## config.mk

```make
export PLATFORM = sky130hd
export DESIGN_NAME = bias_act_sat
export DESIGN_NICKNAME = d
export VERILOG_FILES = /design/src/rtl/bias_act_sat.sv
export SDC_FILE = /design/constraint.sdc
export NUM_CORES = 1
export LEC_CHECK = 0
export BUFFER_PORTS_ARGS = -buffer_cell sky130_fd_sc_hd__buf_2
export CELL_PAD_IN_SITES_DETAIL_PLACEMENT = 1
export CELL_PAD_IN_SITES_GLOBAL_PLACEMENT = 2
export CORE_AREA = 2 2 281 283
export CTS_BUF_LIST = sky130_fd_sc_hd__clkbuf_16
export DETAILED_ROUTE_END_ITERATION = 6
export DIE_AREA = 0 0 283 285
export PLACE_DENSITY_LB_ADDON = 0.25
export SLEW_MARGIN = 5
export SYNTH_ARGS = -nofsm -noshare
export SYNTH_HDL_FRONTEND = slang
export SYNTH_SLANG_ARGS = --single-unit
```

## constraint.sdc

```tcl
create_clock -name clk -period 3.7 [get_ports clk]
set_input_delay 0.555 -clock clk [delete_from_list [all_inputs] [get_ports clk]]
set_output_delay 0.555 -clock clk [all_outputs]
set_load 0.1 [all_outputs]
```

## src/rtl/bias_act_sat.sv

```systemverilog
// Bias add, optional ReLU and output saturation for scaled features.
// Ports: clk/rst, in_* and out_* valid/ready streams, bias table write, sat counter.
module bias_act_sat #(
  parameter int FEATURE_WIDTH = 32,
  parameter int BIAS_WIDTH    = 32,
  parameter int OUT_WIDTH     = 16,
  parameter int NUM_CH        = 16,
  parameter int CH_AW         = 4
) (
  input  logic                     clk,
  input  logic                     rst,
  input  logic                     in_valid,
  output logic                     in_ready,
  input  logic [FEATURE_WIDTH-1:0] in_data,
  input  logic                     in_last,
  input  logic                     relu_en,
  input  logic                     bias_we,
  input  logic [CH_AW-1:0]         bias_waddr,
  input  logic [BIAS_WIDTH-1:0]    bias_wdata,
  output logic                     out_valid,
  input  logic                     out_ready,
  output logic [OUT_WIDTH-1:0]     out_data,
  output logic                     out_last,
  input  logic                     sat_clr,
  output logic [15:0]              sat_count
);

  localparam int SW = FEATURE_WIDTH + 1;
  localparam int PW = SW - OUT_WIDTH + 1;

  localparam logic signed [SW-1:0] MAX_V =
    {{PW{1'b0}}, {(OUT_WIDTH-1){1'b1}}};
  localparam logic signed [SW-1:0] MIN_V =
    {{PW{1'b1}}, {(OUT_WIDTH-1){1'b0}}};
  localparam logic [OUT_WIDTH-1:0] OUT_MAX =
    {1'b0, {(OUT_WIDTH-1){1'b1}}};
  localparam logic [OUT_WIDTH-1:0] OUT_MIN =
    {1'b1, {(OUT_WIDTH-1){1'b0}}};

  logic [BIAS_WIDTH-1:0] bias_q [NUM_CH];
  logic [BIAS_WIDTH-1:0] bias_d [NUM_CH];
  logic [CH_AW-1:0]      ch_q, ch_d;

  logic                  s1_valid_q, s1_valid_d;
  logic signed [SW-1:0]  s1_sum_q, s1_sum_d;
  logic                  s1_relu_q, s1_relu_d;
  logic                  s1_last_q, s1_last_d;

  logic                  out_valid_q, out_valid_d;
  logic [OUT_WIDTH-1:0]  out_data_q, out_data_d;
  logic                  out_last_q, out_last_d;
  logic                  out_sat_q, out_sat_d;
  logic [15:0]           sat_q, sat_d;

  logic                  stall, accept, out_xfer;
  logic [BIAS_WIDTH-1:0] bias_rd;
  logic signed [SW-1:0]  sum_in;
  logic signed [SW-1:0]  relu_v;
  logic                  hi, lo;
  logic [OUT_WIDTH-1:0]  clamped;

  assign stall    = out_valid_q & ~out_ready;
  assign in_ready = ~stall;
  assign accept   = in_valid & in_ready;
  assign out_xfer = out_valid_q & out_ready;

  assign out_valid = out_valid_q;
  assign out_data  = out_data_q;
  assign out_last  = out_last_q;
  assign sat_count = sat_q;

  // Read uses the pre-edge table, so a same-cycle write is not seen.
  assign bias_rd = bias_q[ch_q];
  assign sum_in  =
    $signed({in_data[FEATURE_WIDTH-1], in_data}) +
    $signed({{(SW-BIAS_WIDTH){bias_rd[BIAS_WIDTH-1]}}, bias_rd});

  always_comb begin
    bias_d = bias_q;
    if (bias_we) bias_d[bias_waddr] = bias_wdata;
  end

  always_comb begin
    ch_d = ch_q;
    if (accept) begin
      if (in_last || ch_q == CH_AW'(NUM_CH - 1)) ch_d = '0;
      else ch_d = ch_q + 1'b1;
    end
  end

  always_comb begin
    s1_valid_d = s1_valid_q;
    s1_sum_d   = s1_sum_q;
    s1_relu_d  = s1_relu_q;
    s1_last_d  = s1_last_q;
    if (!stall) begin
      s1_valid_d = in_valid;
      if (accept) begin
        s1_sum_d  = sum_in;
        s1_relu_d = relu_en;
        s1_last_d = in_last;
      end
    end
  end

  // ReLU zero is not a clamp event; only range overflow counts.
  always_comb begin
    relu_v  = (s1_relu_q && s1_sum_q[SW-1]) ? '0 : s1_sum_q;
    hi      = relu_v > MAX_V;
    lo      = relu_v < MIN_V;
    clamped = relu_v[OUT_WIDTH-1:0];
    if (hi) clamped = OUT_MAX;
    else if (lo) clamped = OUT_MIN;
  end

  always_comb begin
    out_valid_d = out_valid_q;
    out_data_d  = out_data_q;
    out_last_d  = out_last_q;
    out_sat_d   = out_sat_q;
    if (!stall) begin
      out_valid_d = s1_valid_q;
      if (s1_valid_q) begin
        out_data_d = clamped;
        out_last_d = s1_last_q;
        out_sat_d  = hi | lo;
      end
    end
  end

  always_comb begin
    sat_d = sat_q;
    if (sat_clr) sat_d = '0;
    else if (out_xfer && out_sat_q && sat_q != 16'hFFFF)
      sat_d = sat_q + 16'd1;
  end

  always_ff @(posedge clk) begin
    if (rst) begin
      for (int i = 0; i < NUM_CH; i++) bias_q[i] <= '0;
      ch_q        <= '0;
      s1_valid_q  <= 1'b0;
      s1_sum_q    <= '0;
      s1_relu_q   <= 1'b0;
      s1_last_q   <= 1'b0;
      out_valid_q <= 1'b0;
      out_data_q  <= '0;
      out_last_q  <= 1'b0;
      out_sat_q   <= 1'b0;
      sat_q       <= '0;
    end else begin
      bias_q      <= bias_d;
      ch_q        <= ch_d;
      s1_valid_q  <= s1_valid_d;
      s1_sum_q    <= s1_sum_d;
      s1_relu_q   <= s1_relu_d;
      s1_last_q   <= s1_last_d;
      out_valid_q <= out_valid_d;
      out_data_q  <= out_data_d;
      out_last_q  <= out_last_d;
      out_sat_q   <= out_sat_d;
      sat_q       <= sat_d;
    end
  end

endmodule

```

==> out/results.txt <==
Worst Setup End Kind = flop
Reg clk slew, reported paths = 60 ps
largest net degree at the start of global routing = 159
unrepaired setup endpoints after global routing = yes
Unique masters post-synth = 60
worst hold start = relu_en
most area-consuming cells after synthesis = dfxtp_1, nand2_1, mux4_2, a21oi_1, clkbuf_1
Yosys top cell area share = 45.0%
first-pass GRT wire length = 155000 um
clock skew = 19.8 ps
WHS Path Cells = 3
final number of setup-violating endpoints = 4
max-cap viol count = 0
Hold Crit Endpoint = s1_relu_q$_SDFFE_PP0P_
PortBufs = 110
slew at the pin closest to its max-slew limit = 1140 ps
TritonCTS Sinks = 587
R2R Path Start = ch_q[0]$_SDFFE_PP0P_
TNS Setup = -67.5 ps
Die Y = 285 um
share of cells above drive strength 1 = 19.2%
area delta synth->final = 18.8%
Post-Route WL = 105000 um
gr ovfl total = 0
Mapped Nets = 3229
Avg Cell Area, Syn = 8.38 um^2
via count = 23.4k
prevailing post-synth register cell = dfxtp_1
post-DR wirelength/cell = 24.4 um
post-route cell area = 31000 um^2
RePlAce Congestion = 0.919
top cells by count, synth = nand2_1, a21oi_1, dfxtp_1
CP max FO = 13
Root Driver = clkbuf_16
H-tree levels = 3
initial drt markers = 1594
Syn Inst Count = 3118
Pre-antenna DRT Iters = 7
PD cells = 460 nW/um^2
reg2reg setup slack = -30 ps
period utilization = 101%
share of the yosys chip area belonging to registers = 45.0%
Hold Violations, Final = 0
Die W = 283 um
Reg2Reg Capture Point = s1_sum_q[30]$_SDFFE_PP0P_
routed vias/inst = 5.46
Fmax = 0.268 GHz
Final Max Tran Viols = 0
failing checks = setup timing
I/O pins = 111
Detailed Place HPWL = 62500 um
fraction of registers with async set/reset = 0%
CP Launch Type = flop
initial antenna violation count = 4
DRC violation count after routing = 0
Post-synth EDFFs = 0
dpl cell area = 28600 um^2
CP Class = flop to flop
total core area = 78000 um^2
layout net count = 3291
num rows = 103
Worst Setup Slack, final = -30.6 ps
maximum vdd drop = 0.314 mV
post-synth top area cell = dfxtp_1
Final Critical Period = 3730 ps
vias in the first global route = 24.5k
die area = 80700 um^2
post-route ant nets = 0
Num CTS Buffers = 67
post-synthesis register bit count = 587
dominant cell by count in the synthesized netlist = nand2_1
Clock Path Buffers = 3
status = finished with violations
worst r2r path cells = 13
Starting Density = 33.5%
CTS tree = done
Total Routing Usage GR = 25.4%
HP Class = input port to flop
WP data required = 4220 ps
synthesized area = 26100 um^2
Slew headroom = 23.4%
Synth warnings = 0
Pleak = 0.0105 uW
worst skew pair latency = 620 ps
Worst Path Arrival = 4250 ps
[per-layer routing]
layer / vias up / routed length [um] / GRT usage (%)
met5: - / 10 / 0
met4: 2 / 3770 / 10.0
met3: 210 / 5990 / 3.92
met2: 653 / 51400 / 44.1
met1: 11900 / 43400 / 31.6
li1: 10700 / - / -
[layout by cell type, fill, tap and decap left out, types with 6 or more instances in the layout]
master     count
nand4_1       16
clkinv_2       7
ha_4          12
ha_1          21
buf_4        143
nand2_2       13
clkinv_1      14
xor2_1        23
nand2_1     1106
nor3_1        27
clkbuf_16     70
mux4_2       160
inv_1         30
a21oi_1      574
dfxtp_1      583
o21bai_1       6
nand3_1       22
xnor2_1       15
nor2_1        69
nor4_1         6
nand3_2        6
a21oi_2       13
a21o_1         8
buf_2        109
o21ai_0       23
nor2_4        12
buf_12        21
[stage by stage]
stage | hold WS [ps] | power, uW | setup WS (ps) | util, % | instances
2_1_floorplan | 425 | 7440 | -3.46 | - | 3118
3_3_place_gp | 439 | 7890 | -36.9 | 36.6 | 4159
3_5_place_dp | 447 | 7930 | -99.0 | 36.6 | 4159
4_1_cts | 169 | 14400 | -39.7 | 39.5 | 4280
5_1_grt | 208 | 14700 | -152 | 39.8 | 4283
6_report | 195 | 14300 | -30.6 | 39.8 | 4283
[timing repair]
item,in CTS,in global routing
buffers inserted,0,1
resized for setup,21,40
endpoints found under the setup margin,15,19
cloned,1,0
hold buffers,0,0
pin swaps,1,5
[power by group]
part	internal, uW	switching [uW]
logic	450	865
registers	6440	76.2
clock network	3640	2800
[critical path, cell delays in order (launching register included)]
cell and delay [ps]:
dfxtp_4 410, buf_12 150, buf_12 170, buf_12 130, mux4_2 490, mux4_2 610
ha_4 320, nand4_1 150, o22a_1 210, a21oi_1 150, nor2_1 80, and3_1 170
or4_1 470, o211ai_1 100
[sequential cells by signal (all words and copies together), names as in the netlist]
signal	flops
bias_q	512
s1_sum_q	33
out_data	16
sat_count	16
ch_q	4
out_last	1
out_sat_q	1
out_valid	1
s1_last_q	1
s1_relu_q	1
s1_valid_q	1
[final cells by class]
class	count	area (um^2)
antenna	2	5.00
clock buffer	70	1750
clock inverter	50	329
fill	9072	46900
inverter	12	45.0
multi-input combinational	2233	13700
sequential	587	11800
tap	1050	1310
timing repair buffer	279	2150
[worst max-delay path by stage]
stage                                     from                        end  slack (ps)  cells past startpoint
after floorplan           ch_q[0]$_SDFFE_PP0P_  s1_sum_q[30]$_SDFFE_PP0P_          -3                     13
after global placement    ch_q[0]$_SDFFE_PP0P_  s1_sum_q[32]$_SDFFE_PP0P_         -40                     12
after detailed placement  ch_q[0]$_SDFFE_PP0P_  s1_sum_q[32]$_SDFFE_PP0P_        -100                     12
after CTS                 ch_q[0]$_SDFFE_PP0P_  s1_sum_q[28]$_SDFFE_PP0P_         -40                     12
after global routing      ch_q[0]$_SDFFE_PP0P_  s1_sum_q[28]$_SDFFE_PP0P_        -150                     13
final                     ch_q[0]$_SDFFE_PP0P_  s1_sum_q[30]$_SDFFE_PP0P_         -30                     13
[cells by family (layout without fill, tap and decap cells)]
group | after synthesis | after routing | share of synthesized area (%)
other cells | 0 | 2 | 0
xor+xnor | 38 | 38 | 1.27
fa+ha+maj | 35 | 35 | 1.71
flops | 587 | 587 | 45.0
mux | 164 | 164 | 14.0
buf+inv | 298 | 411 | 4.46
simple gates | 1324 | 1324 | 20.1
compound gates | 672 | 672 | 13.5
Power figures use the tool's default switching activity.
